<file path="config.mk">
export PLATFORM = sky130hd
export DESIGN_NAME = iosram_wr_drain
export DESIGN_NICKNAME = d
export VERILOG_FILES = /design/src/rtl/iosram_wr_drain_pkg.sv /design/src/rtl/iosram_wr_drain_fifo.sv /design/src/rtl/iosram_wr_drain.sv
export SDC_FILE = /design/constraint.sdc
export NUM_CORES = 1
export LEC_CHECK = 0
export CORE_MARGIN = 2
export CORE_UTILIZATION = 50
export DETAILED_ROUTE_END_ITERATION = 7
export HOLD_SLACK_MARGIN = 0.08
export PLACE_DENSITY = 0.72
export SLEW_MARGIN = 25
export SYNTH_ARGS = -nofsm -noshare
export SYNTH_HDL_FRONTEND = slang
export SYNTH_HIERARCHICAL = 1
export SYNTH_SLANG_ARGS = --single-unit
</file>
<file path="constraint.sdc">
create_clock -name clk -period 19 [get_ports clk]
set_input_delay 1.9 -clock clk [delete_from_list [all_inputs] [get_ports clk]]
set_output_delay 1.9 -clock clk [all_outputs]
set_load 0.05 [all_outputs]
</file>
<file path="src/rtl/iosram_wr_drain_pkg.sv">
// Shared types and sizing for the IO SRAM write-drain path.
//   drain_state_e : drain FSM states (IDLE, SEND)
//   io_word_t     : {addr, data} word layout at the default widths
//   BEATS / BW    : beats per word and beat-index width at the default widths
//   beats_of / beat_idx_w : the same derivations for any parameterisation
package iosram_wr_drain_pkg;

  localparam int unsigned IO_ADDR_WIDTH_DEF = 16;
  localparam int unsigned IO_DATA_WIDTH_DEF = 256;
  localparam int unsigned BEAT_WIDTH_DEF    = 32;
  localparam int unsigned FIFO_DEPTH_DEF    = 4;

  function automatic int unsigned beats_of(input int unsigned dw, input int unsigned bw);
    return dw / bw;
  endfunction

  // A single-beat word still needs one index bit so bus_addr never has a zero-width slice.
  function automatic int unsigned beat_idx_w(input int unsigned beats);
    return (beats > 1) ? $clog2(beats) : 1;
  endfunction

  localparam int unsigned BEATS = beats_of(IO_DATA_WIDTH_DEF, BEAT_WIDTH_DEF);
  localparam int unsigned BW    = beat_idx_w(BEATS);

  typedef enum logic {IDLE, SEND} drain_state_e;

  typedef struct packed {
    logic [IO_ADDR_WIDTH_DEF-1:0] addr;
    logic [IO_DATA_WIDTH_DEF-1:0] data;
  } io_word_t;

endpackage

</file>
<file path="src/rtl/iosram_wr_drain_fifo.sv">
// Synchronous FIFO holding buffered IO words.
//   clk, rst   : clock, asynchronous active-high reset (empties the FIFO)
//   push_i     : write wdata_i at the tail (caller guarantees room or a same-cycle pop)
//   pop_i      : retire the head entry (ignored when empty)
//   wdata_i    : word to write
//   rdata_o    : current head entry
//   full_o, empty_o, count_o : occupancy status
// Pointers carry one extra wrap bit so full and empty differ only in the MSB.
module iosram_wr_drain_fifo #(
  parameter int unsigned WIDTH = 8,
  parameter int unsigned DEPTH = 4,
  localparam int unsigned AW   = $clog2(DEPTH),
  localparam int unsigned PW   = AW + 1
) (
  input  logic             clk,
  input  logic             rst,
  input  logic             push_i,
  input  logic             pop_i,
  input  logic [WIDTH-1:0] wdata_i,
  output logic [WIDTH-1:0] rdata_o,
  output logic             full_o,
  output logic             empty_o,
  output logic [PW-1:0]    count_o
);

  logic [WIDTH-1:0] mem_q [DEPTH];
  logic [PW-1:0]    wr_q;
  logic [PW-1:0]    rd_q;
  logic             do_pop;

  assign do_pop = pop_i & ~empty_o;

  always_ff @(posedge clk or posedge rst) begin
    if (rst) begin
      wr_q <= '0;
      rd_q <= '0;
    end else begin
      if (push_i) wr_q <= wr_q + PW'(1);
      if (do_pop) rd_q <= rd_q + PW'(1);
    end
  end

  always_ff @(posedge clk) begin
    if (push_i) mem_q[wr_q[AW-1:0]] <= wdata_i;
  end

  assign rdata_o = mem_q[rd_q[AW-1:0]];
  assign empty_o = (wr_q == rd_q);
  assign full_o  = (wr_q[AW] != rd_q[AW]) && (wr_q[AW-1:0] == rd_q[AW-1:0]);
  assign count_o = wr_q - rd_q;

endmodule

</file>
<file path="src/rtl/iosram_wr_drain.sv">
// Drains the IO-write word stream onto a valid/ready beat bus.
//   clk, rst                : clock, asynchronous active-high reset
//   io_en_in/addr_in/data_in: incoming words, no backpressure
//   bus_valid/bus_ready     : beat handshake
//   bus_addr                : {word addr, beat index}
//   bus_data                : beat payload, LSB slice of the word first
//   bus_last                : final beat of a word
//   overflow                : sticky, a word arrived while the FIFO was full
//   busy                    : FIFO non-empty or a word is being sent
// Optional feature macro IOSRAM_WR_DRAIN_STATS_EN adds stat_words (drained
// words) and stat_drops (dropped words, saturating).
module iosram_wr_drain
  import iosram_wr_drain_pkg::*;
#(
  parameter int unsigned IO_ADDR_WIDTH = IO_ADDR_WIDTH_DEF,
  parameter int unsigned IO_DATA_WIDTH = IO_DATA_WIDTH_DEF,
  parameter int unsigned BEAT_WIDTH    = BEAT_WIDTH_DEF,
  parameter int unsigned FIFO_DEPTH    = FIFO_DEPTH_DEF,
  localparam int unsigned WB           = beat_idx_w(beats_of(IO_DATA_WIDTH, BEAT_WIDTH))
) (
  input  logic                        clk,
  input  logic                        rst,
  input  logic                        io_en_in,
  input  logic [IO_ADDR_WIDTH-1:0]    io_addr_in,
  input  logic [IO_DATA_WIDTH-1:0]    io_data_in,
  output logic                        bus_valid,
  input  logic                        bus_ready,
  output logic [IO_ADDR_WIDTH+WB-1:0] bus_addr,
  output logic [BEAT_WIDTH-1:0]       bus_data,
  output logic                        bus_last,
  output logic                        overflow,
  output logic                        busy
`ifdef IOSRAM_WR_DRAIN_STATS_EN
  ,
  output logic [31:0]                 stat_words,
  output logic [15:0]                 stat_drops
`endif
);

  localparam int unsigned NBEATS    = beats_of(IO_DATA_WIDTH, BEAT_WIDTH);
  localparam int unsigned CW        = $clog2(FIFO_DEPTH) + 1;
  localparam logic [WB-1:0] LAST_BEAT = WB'(NBEATS - 1);

  typedef struct packed {
    logic [IO_ADDR_WIDTH-1:0] addr;
    logic [IO_DATA_WIDTH-1:0] data;
  } word_t;

  word_t        wr_word;
  word_t        head;
  logic         fifo_push;
  logic         fifo_pop;
  logic         fifo_full;
  logic         fifo_empty;
  logic [CW-1:0] fifo_count;
  logic         drop;
  logic         on_last;

  drain_state_e  state_q, state_d;
  logic [WB-1:0] beat_q, beat_d;
  logic          overflow_q;

  assign wr_word = '{addr: io_addr_in, data: io_data_in};

  // A pop in the same cycle frees the slot, so a full FIFO still accepts.
  assign fifo_push = io_en_in & (~fifo_full | fifo_pop);
  assign drop      = io_en_in & fifo_full & ~fifo_pop;

  iosram_wr_drain_fifo #(
    .WIDTH ($bits(word_t)),
    .DEPTH (FIFO_DEPTH)
  ) u_fifo (
    .clk     (clk),
    .rst     (rst),
    .push_i  (fifo_push),
    .pop_i   (fifo_pop),
    .wdata_i (wr_word),
    .rdata_o (head),
    .full_o  (fifo_full),
    .empty_o (fifo_empty),
    .count_o (fifo_count)
  );

  assign on_last = (beat_q == LAST_BEAT);

  always_comb begin
    state_d   = state_q;
    beat_d    = beat_q;
    fifo_pop  = 1'b0;
    bus_valid = 1'b0;
    bus_last  = 1'b0;
    bus_addr  = '0;
    bus_data  = '0;
    unique case (state_q)
      IDLE: begin
        if (!fifo_empty) begin
          state_d = SEND;
          beat_d  = '0;
        end
      end
      SEND: begin
        bus_valid = 1'b1;
        bus_last  = on_last;
        bus_addr  = {head.addr, beat_q};
        bus_data  = head.data[beat_q*BEAT_WIDTH +: BEAT_WIDTH];
        if (bus_ready) begin
          if (on_last) begin
            fifo_pop = 1'b1;
            beat_d   = '0;
            // A word pushed alongside the final pop keeps the stream bubble-free.
            if (fifo_count == CW'(1) && !io_en_in) state_d = IDLE;
          end else begin
            beat_d = beat_q + WB'(1);
          end
        end
      end
      default: state_d = IDLE;
    endcase
  end

  always_ff @(posedge clk or posedge rst) begin
    if (rst) begin
      state_q    <= IDLE;
      beat_q     <= '0;
      overflow_q <= 1'b0;
    end else begin
      state_q <= state_d;
      beat_q  <= beat_d;
      if (drop) overflow_q <= 1'b1;
    end
  end

  assign overflow = overflow_q;
  assign busy     = (fifo_count != '0) | (state_q == SEND);

`ifdef IOSRAM_WR_DRAIN_STATS_EN
  logic [31:0] words_q;
  logic [15:0] drops_q;

  always_ff @(posedge clk or posedge rst) begin
    if (rst) begin
      words_q <= '0;
      drops_q <= '0;
    end else begin
      if (fifo_pop) words_q <= words_q + 32'd1;
      if (drop && drops_q != '1) drops_q <= drops_q + 16'd1;
    end
  end

  assign stat_words = words_q;
  assign stat_drops = drops_q;
`endif

endmodule

</file>
==> results.cfg, run 1 <==
[run_status]
outcome = completed

[floorplanning]
die_x_um = 296
start_util_pct = 50.6
die-area_um2 = 87400
fp-row-count = 106
io_pins = 331
die_y_um = 296
coreArea_um2 = 84000

[clock_tree]
clk_pin_slew_worst_paths_ns = 0.06
h-tree-depth = 3
cts_root_buf = clkbuf_16
cts_resized = 0
cts_setup_buffers = 0
cts-buffers-inserted = 109
clockBufferDepth = 3
cts_tree = yes
cts.sinks = 1099
clk_latency_ns = 0.66
hold_buffers = 0

[drt]
avgViaCountPerCell = 5.73
antenna_left = 0
wire_per_inst_um = 26.3
routed_wl_um = 87900
vias = 19200
drc = 0
drt_iter0_markers = 1762
firstDrtPassIters = 6

[global_route]
antenna_found_initial = 37
grt_max_degree = 147
grt-ovfl-total = 0
grt_pass1_wl_um = 130000
grt_pass1_vias = 20200
grt_usage_pct = 20.3

[worst_setup_path]
worst-path-buf-inv = 5
crit_arrival_ns = 6.31
crit_family = buffers and inverters
cp_slowest_cell = buf_4
cp-end-kind = primary output
cp-start-kind = flop
path_cells = buf_12 -> buf_4 -> buf_4 -> buf_4 -> mux4_2 -> mux4_2 -> nor2_1 -> a211oi_1 -> clkdlybuf4s50_1
path_max_fanout = 45
cpPeakStageDelay_ns = 0.81
cp.required_ns = 17.10
worstSetupPathType = reg2out
cpMostUsedCell = buf_4

[timing]
setup-tns-final_ns = 0
holdWs_ns = 0.482
max_slew_margin_pct = 29.3
fmax_mhz = 122
setup_viol = 0
worstMarginPinSlew_ns = 1.06
hold_viol = 0
layout_min_cycle_time_ns = 8.21
rsz0062_at_grt = no
finClkSkew_ns = 0.0223
fin_ws_ns = 10.79
drv_slew = 0
finalCritPeriodShare_pct = 43.2

[yosys]
synth-edff-count = 1088
yosysUniqueCellTypes = 33
synth-seq-cells = 1099
syn_nets = 2017
yosysWarningCount = 6
synth_flop_cell = edfxtp_1
postSynth.asyncResetShare_pct = 1.00
synthCells = 1731
ys_seq_area_share_pct = 77.5
synth_area_um2 = 42500
synth_area_per_cell_um2 = 24.6

[place]
portBuffers = 330
place.gp.congestion = 0.779
preCtsSetupSlack_ns = 11.05
place_inst = 3131
hpwl_um = 52500

[run]
maxCapViolCount = 0

[cells_and_area]
nets = 2395
final_util_pct = 59.7
drive_gt1_share_pct = 24.1
syn_to_final_growth_pct = 18.0
final_cells = 3346

[power]
vdd_ir_drop_max_uv = 107
leakagePower_uw = 0.0158
pwr_density_cell_nw_per_um2 = 162

[hold_path]
worstHoldPathType = reg2reg
==> metal layers <==
metal  vias up  routed length [um]  GRT usage, %  part of all wire, %
li1       8219                   -             -                    -
met3       146                6810          5.81                  7.7
met2       618               42900          31.7                   49
met4        44                1680          5.91                  1.9
met5         -                 300             0                 0.34
met1     10100               36200          28.1                   41
==> stage by stage <==
| stage | instance area, um^2 | total power (uW) |
|---|---|---|
| floorplan | 42500 | 5550 |
| global route | 50100 | 8490 |
| detailed placement | 46600 | 6170 |
| finish | 50200 | 8140 |
| global placement | 46500 | 6100 |
| CTS | 50100 | 8240 |
==> cells in the final DEF, fill, tap and decap left out, types with 3 or more instances in the layout <==
| cell | instances |
|---|---|
| dfrtp_4 | 4 |
| bufinv_16 | 10 |
| clkbuf_1 | 20 |
| clkinv_2 | 19 |
| and2_4 | 4 |
| mux2i_1 | 33 |
| clkinv_1 | 29 |
| edfxtp_1 | 1088 |
| mux2_2 | 34 |
| nor2_1 | 34 |
| buf_4 | 22 |
| dfrtp_1 | 5 |
| a211oi_1 | 30 |
| inv_1 | 9 |
| clkdlybuf4s50_1 | 330 |
| ha_1 | 9 |
| buf_12 | 5 |
| and2_1 | 20 |
| buf_16 | 3 |
| clkbuf_16 | 112 |
| nand2_1 | 5 |
| clkinv_8 | 3 |
| diode_2 | 17 |
| mux4_2 | 304 |
| o21ai_0 | 35 |
| xor2_1 | 3 |
==> kinds of logic (layout without fill, tap and decap cells) <==
family,after synthesis,count (layout),synth area share (%)
AOI/OAI and AO/OA,76,76,1.16
xor gates and xnor gates,5,5,0.103
adders and majority gates,10,10,0.312
buffers and inverters,102,566,2.37
DFF,1099,1099,77.5
muxes,371,371,17.8
other,0,17,0
and+or+nand+nor,68,68,0.777
==> report_power, final <==
part / internal (uW) / leakage [uW] / total (uW) / switching [uW]
clock network: 1210 / 0.00170 / 2060 / 856
logic: 1130 / 0.00406 / 2670 / 1540
registers: 3250 / 0.0101 / 3410 / 156
==> state kept, by name, indices dropped and copies added, names as in the netlist <==
name,cells
beat_q,3
u_fifo/rd_q,3
state_q,1
overflow,1
u_fifo/mem_q,1088
u_fifo/wr_q,3
==> layout make-up <==
| cell class | instances | area [um^2] |
|---|---|---|
| well taps | 1134 | 1420 |
| multi-input cells | 530 | 8580 |
| clock buffers | 132 | 2880 |
| repair buffers | 360 | 3650 |
| flip-flops and latches | 1099 | 33000 |
| inverters | 9 | 33.8 |
| diodes | 17 | 42.5 |
| fillers | 5794 | 33800 |
| clock inverters | 65 | 586 |
==> final timing paths <==
check | startpoint | endpoint | slack, ns | cells past startpoint
worst max register to register | u_fifo/rd_q[0]$_DFFE_PP0P_ | u_fifo/mem_q[2][115]$_DFFE_PP_ | 13.11 | 10
worst min register to register | overflow$_DFFE_PP0P_ | overflow$_DFFE_PP0P_ | 0.48 | 1
worst max-delay path | u_fifo/rd_q[0]$_DFFE_PP0P_ | bus_data[25] | 10.79 | 9
max in group asynchronous | rst | u_fifo/rd_q[0]$_DFFE_PP0P_ | 17.25 | 2
worst min-delay path | overflow$_DFFE_PP0P_ | overflow$_DFFE_PP0P_ | 0.48 | 1
min in group asynchronous | rst | overflow$_DFFE_PP0P_ | 1.51 | 2
==> cell usage after synthesis (3+ instances only) <==
| cell | number | area share, % |
|---|---|---|
| and2_1 | 24 | 0.35 |
| ha_1 | 9 | 0.26 |
| buf_4 | 7 | 0.12 |
| nor2_1 | 34 | 0.30 |
| buf_2 | 34 | 0.40 |
| edfxtp_1 | 1088 | 77 |
| inv_1 | 9 | 0.079 |
| xor2_1 | 3 | 0.062 |
| clkbuf_1 | 15 | 0.13 |
| o21ai_0 | 35 | 0.41 |
| mux2i_1 | 33 | 0.78 |
| mux2_2 | 34 | 0.90 |
| a211oi_1 | 30 | 0.53 |
| nand2_1 | 5 | 0.044 |
| buf_6 | 3 | 0.079 |
| buf_12 | 32 | 1.5 |
| mux4_2 | 304 | 16 |
| dfrtp_1 | 11 | 0.65 |
Note: power is estimated with default switching activity, not from simulation.
==> run 2, diff against run 1 <==
==> constraint.sdc (replaced) <==
create_clock -name clk -period 8.2 [get_ports clk]
set_input_delay 0.82 -clock clk [delete_from_list [all_inputs] [get_ports clk]]
set_output_delay 0.82 -clock clk [all_outputs]
set_load 0.05 [all_outputs]
==> results.cfg, run 2 (synthesis results as in run 1) <==
[run_status]
outcome = completed

[place]
place_inst = 3127
preCtsSetupSlack_ns = 3.22
portBuffers = 330
place_area_um2 = 46700
place.gp.congestion = 0.754
hpwl_um = 51800

[floorplanning]
die_y_um = 296
coreArea_um2 = 84000
fp-row-count = 106
start_util_pct = 50.6
io_pins = 331
die-area_um2 = 87400
die_x_um = 296

[drt]
wire_per_inst_um = 26.2
drc = 0
drt_iter0_markers = 1771
avgViaCountPerCell = 5.69
firstDrtPassIters = 5
vias = 19000
routed_wl_um = 87800
antenna_left = 0

[clock_tree]
cts_tree = yes
cts_root_buf = clkbuf_16
clk_latency_ns = 0.66
cts_setup_buffers = 0
clk_pin_slew_worst_paths_ns = 0.06
h-tree-depth = 3
cts.sinks = 1099
clockBufferDepth = 3
hold_buffers = 0
cts_resized = 0
cts-buffers-inserted = 109

[worst_setup_path]
cp.required_ns = 7.38
cp-start-kind = flop
cpMostUsedCell = mux4_2
path_max_fanout = 53
startpoint = u_fifo/rd_q[1]$_DFFE_PP0P_
cp-end-kind = primary output
path_cells = buf_4 -> mux4_2 -> mux4_2 -> nor2_1 -> a211oi_2 -> clkdlybuf4s50_1
cpPeakStageDelay_ns = 0.93
r2r_start = u_fifo/rd_q[0]$_DFFE_PP0P_
crit_family = buffers and inverters
crit_arrival_ns = 4.45
cp_slowest_cell = clkdlybuf4s50_1
worstSetupPathType = reg2out
worst-path-buf-inv = 2

[timing]
finClkSkew_ns = 0.0270
hold_viol = 0
fin_ws_ns = 2.93
rsz0062_at_grt = no
finalCritPeriodShare_pct = 64.3
setup_viol = 0
worstMarginPinSlew_ns = 1.10
drv_slew = 0
layout_min_cycle_time_ns = 5.27
fmax_mhz = 190
setup-tns-final_ns = 0
max_slew_margin_pct = 26.7

[power]
vdd_ir_drop_max_uv = 274
leakagePower_uw = 0.0159
pwr_density_cell_nw_per_um2 = 377
fin_total_pwr_uw = 18900

[global_route]
grt-ovfl-total = 0
grt_max_degree = 154
antenna_found_initial = 34
grt_pass1_vias = 20100
grt_usage_pct = 20.3
grt_pass1_wl_um = 130000

[run]
maxCapViolCount = 0

[cells_and_area]
finalInstanceArea_um2 = 50300
syn_to_final_growth_pct = 18.2
final_cell_mix = edfxtp_1, clkdlybuf4s50_1, mux4_2
largest_reg_flops = 1088
drive_gt1_share_pct = 24.3
final_common_cell = edfxtp_1
final_cells = 3346
nets = 2391

[hold_path]
worstHoldPathType = in2async
==> run 2: metal layers <==
metal  share of wire (%)  vias up  track usage [%]  wire length [um]
met2                  48      597             31.6             42600
met5                0.31        -                0               268
met4                 2.1       46             5.89              1810
li1                    -     8217                -                 -
met1                  41    10000             28.0             35700
met3                 8.6      153             6.08              7520
==> run 2: path summary, 6_finish.rpt <==
| kind | to | slack [ns] | depth (start not counted) |
|---|---|---|---|
| setup / recovery | bus_data[9] | 2.93 | 6 |
| hold / removal | overflow$_DFFE_PP0P_ | 0.39 | 2 |
| setup reg to reg | u_fifo/mem_q[1][64]$_DFFE_PP_ | 3.68 | 7 |
| hold reg to reg | overflow$_DFFE_PP0P_ | 0.49 | 1 |
| max in group asynchronous | u_fifo/rd_q[0]$_DFFE_PP0P_ | 7.56 | 2 |
| min in group clk | overflow$_DFFE_PP0P_ | 0.49 | 1 |
==> run 2: where the power goes <==
part / switching [uW] / internal (uW) / leakage (uW)
Combinational: 3560 / 2610 / 0.00406
Clock: 2020 / 2870 / 0.00174
Sequential: 347 / 7540 / 0.0101
==> run 2: final cells by class <==
| class | instances | area, um^2 |
|---|---|---|
| Antenna cell | 16 | 40.0 |
| Clock buffer | 133 | 2880 |
| Clock inverter | 69 | 663 |
| Fill cell | 5720 | 33700 |
| Inverter | 9 | 33.8 |
| Multi-Input combinational cell | 530 | 8580 |
| Sequential cell | 1099 | 33000 |
| Tap cell | 1134 | 1420 |
| Timing Repair Buffer | 356 | 3680 |
==> run 2: through the flow <==
step | hold slack (ns) | util [%]
floorplan | 0.481 | -
global placement | 0.465 | 55.5
detailed placement | 0.475 | 55.6
CTS | 0.363 | 59.8
global route | 0.399 | 59.9
finish | 0.392 | 59.9
==> run 3, diff against run 2 <==
--- a/config.mk
+++ b/config.mk
@@ -9,7 +9,7 @@
 export CORE_UTILIZATION = 50
 export DETAILED_ROUTE_END_ITERATION = 7
 export HOLD_SLACK_MARGIN = 0.08
-export PLACE_DENSITY = 0.72
+export PLACE_DENSITY = 0.75
 export SLEW_MARGIN = 25
 export SYNTH_ARGS = -nofsm -noshare
 export SYNTH_HDL_FRONTEND = slang
==> constraint.sdc (replaced) <==
create_clock -name clk -period 4.4 [get_ports clk]
set_input_delay 0.44 -clock clk [delete_from_list [all_inputs] [get_ports clk]]
set_output_delay 0.44 -clock clk [all_outputs]
set_load 0.05 [all_outputs]
==> results.cfg, run 3 (synthesis results as in run 1) <==
[clock_tree]
cts-buffers-inserted = 106
clk_latency_ns = 0.66
clockBufferDepth = 3
clk_pin_slew_worst_paths_ns = 0.06
cts_root_buf = clkbuf_16
cts.sinks = 1099
h-tree-depth = 3
cts_tree = yes

[timing]
fmax_mhz = 238
hold_viol = 0
drv_slew = 0
worstMarginPinSlew_ns = 0.858
max_slew_margin_pct = 42.8
setup_viol = 0
finClkSkew_ns = 0.0298
fin_ws_ns = 0.199
setup-tns-final_ns = 0
layout_min_cycle_time_ns = 4.20
rsz0062_at_grt = no
finalCritPeriodShare_pct = 95.5

[power]
leakagePower_uw = 0.0161
internal_power_uw = 24000
p_seq_share_pct = 41.8
pwr_density_cell_nw_per_um2 = 696
power_frac_comb_pct = 33.8
vdd_ir_drop_max_uv = 406
swShare_pct = 31.8
p_switching_uw = 11200
p_clk_share_pct = 24.4

[run_status]
outcome = completed

[cells_and_area]
final_common_cell = edfxtp_1
syn_to_final_growth_pct = 19.0
finalInstanceArea_um2 = 50600
final_cell_mix = edfxtp_1, clkdlybuf4s50_1, mux4_2
nets = 2439
largest_reg_flops = 1088
final_cells = 3384
drive_gt1_share_pct = 26.2

[worst_setup_path]
cpMostUsedCell = mux4_2
cp-start-kind = flop
path_cells = buf_4 -> mux4_2 -> mux4_2 -> nor2_1 -> a211oi_2 -> clkdlybuf4s50_1
r2r_slack_ns = 1.18
cpPeakStageDelay_ns = 0.84
worstSetupPathType = reg2out
cp_slowest_cell = dfrtp_4
cp.required_ns = 3.96
path_max_fanout = 39
reg2reg_depth = 7
cp-end-kind = primary output
crit_arrival_ns = 3.76

[drt]
firstDrtPassIters = 5
avgViaCountPerCell = 5.79
wire_per_inst_um = 27.0
drt_iter0_markers = 2057
vias = 19600
routed_wl_um = 91400
antenna_left = 0
drc = 0

[floorplanning]
die_y_um = 296
die_x_um = 296
fp-row-count = 106
start_util_pct = 50.6
io_pins = 331
coreArea_um2 = 84000
die-area_um2 = 87400

[place]
hpwl_um = 57200
place.gp.congestion = 0.794
place_inst = 3171
place_area_um2 = 47200
portBuffers = 330
preCtsSetupSlack_ns = 0.661

[global_route]
grt_max_degree = 101
grt_pass1_vias = 20600
grt_pass1_wl_um = 135000
antenna_found_initial = 37
grt_usage_pct = 21.1
grt-ovfl-total = 0

[hold_path]
whs_path_depth = 1
worstHoldPathType = in2reg

[run]
maxCapViolCount = 0
run 3: path summary, 6_finish.rpt:
| kind | startpoint | endpoint |
|---|---|---|
| max | u_fifo/rd_q[1]$_DFFE_PP0P_ | bus_data[30] |
| min | io_data_in[178] | u_fifo/mem_q[3][178]$_DFFE_PP_ |
| max reg2reg | beat_q[1]$_DFFE_PP0P_ | u_fifo/mem_q[1][14]$_DFFE_PP_ |
| min reg2reg | overflow$_DFFE_PP0P_ | overflow$_DFFE_PP0P_ |
| max in group asynchronous | rst | u_fifo/rd_q[0]$_DFFE_PP0P_ |
| min in group asynchronous | rst | beat_q[0]$_DFFE_PP0P_ |
run 3: final cells by class:
type	instances	area [um^2]
Multi-Input combinational cell	530	8580
Tap cell	1134	1420
Clock inverter	54	463
Clock buffer	138	2830
Timing Repair Buffer	407	4290
Fill cell	5692	33400
Antenna cell	13	32.5
Sequential cell	1099	33000
Inverter	9	33.8
run 3: worst max-delay path: cells and delay by family (launching register included):
family / cells / cell delay (ns)
buffers and inverters: 2 / 1.09
flip-flops: 1 / 0.84
multiplexers: 2 / 0.89
AO/OA/AOI/OAI: 1 / 0.05
AND/OR/NAND/NOR: 1 / 0.21
run 3: per-layer routing:
metal,up-vias,GRT usage (%),share of wire [%],wire [um]
met1,10400,29.2,41,37200
li1,8302,-,-,-
met5,-,0,0.35,317
met3,162,5.95,8.2,7530
met4,48,6.02,2.0,1790
met2,667,33.2,49,44600
run 3: through the flow:
stage | hold WS, ns | power (uW) | utilization (%)
after floorplan | 0.219 | 23600 | -
after global placement | 0.465 | 26600 | 56.2
after detailed placement | 0.469 | 26900 | 56.2
after CTS | 0.369 | 35600 | 60.2
after global routing | 0.403 | 36700 | 60.3
final | 0.415 | 35200 | 60.3
run 3: power groups by stage:
stage | Sequential, uW | Combinational (uW) | Clock (uW)
after global routing | 14900 | 12600 | 9160
after CTS | 14800 | 12100 | 8780
final | 14700 | 11900 | 8590
after floorplan | 14800 | 8750 | 0
after detailed placement | 15000 | 11900 | 0
after global placement | 14800 | 11800 | 0
run 3: repair_timing:
action	4_1_cts	5_1_grt
resized for setup	1	0
endpoints found under the hold margin	11	0
endpoints found under the setup margin	4	0
hold buffers	1	0
setup buffers	6	0
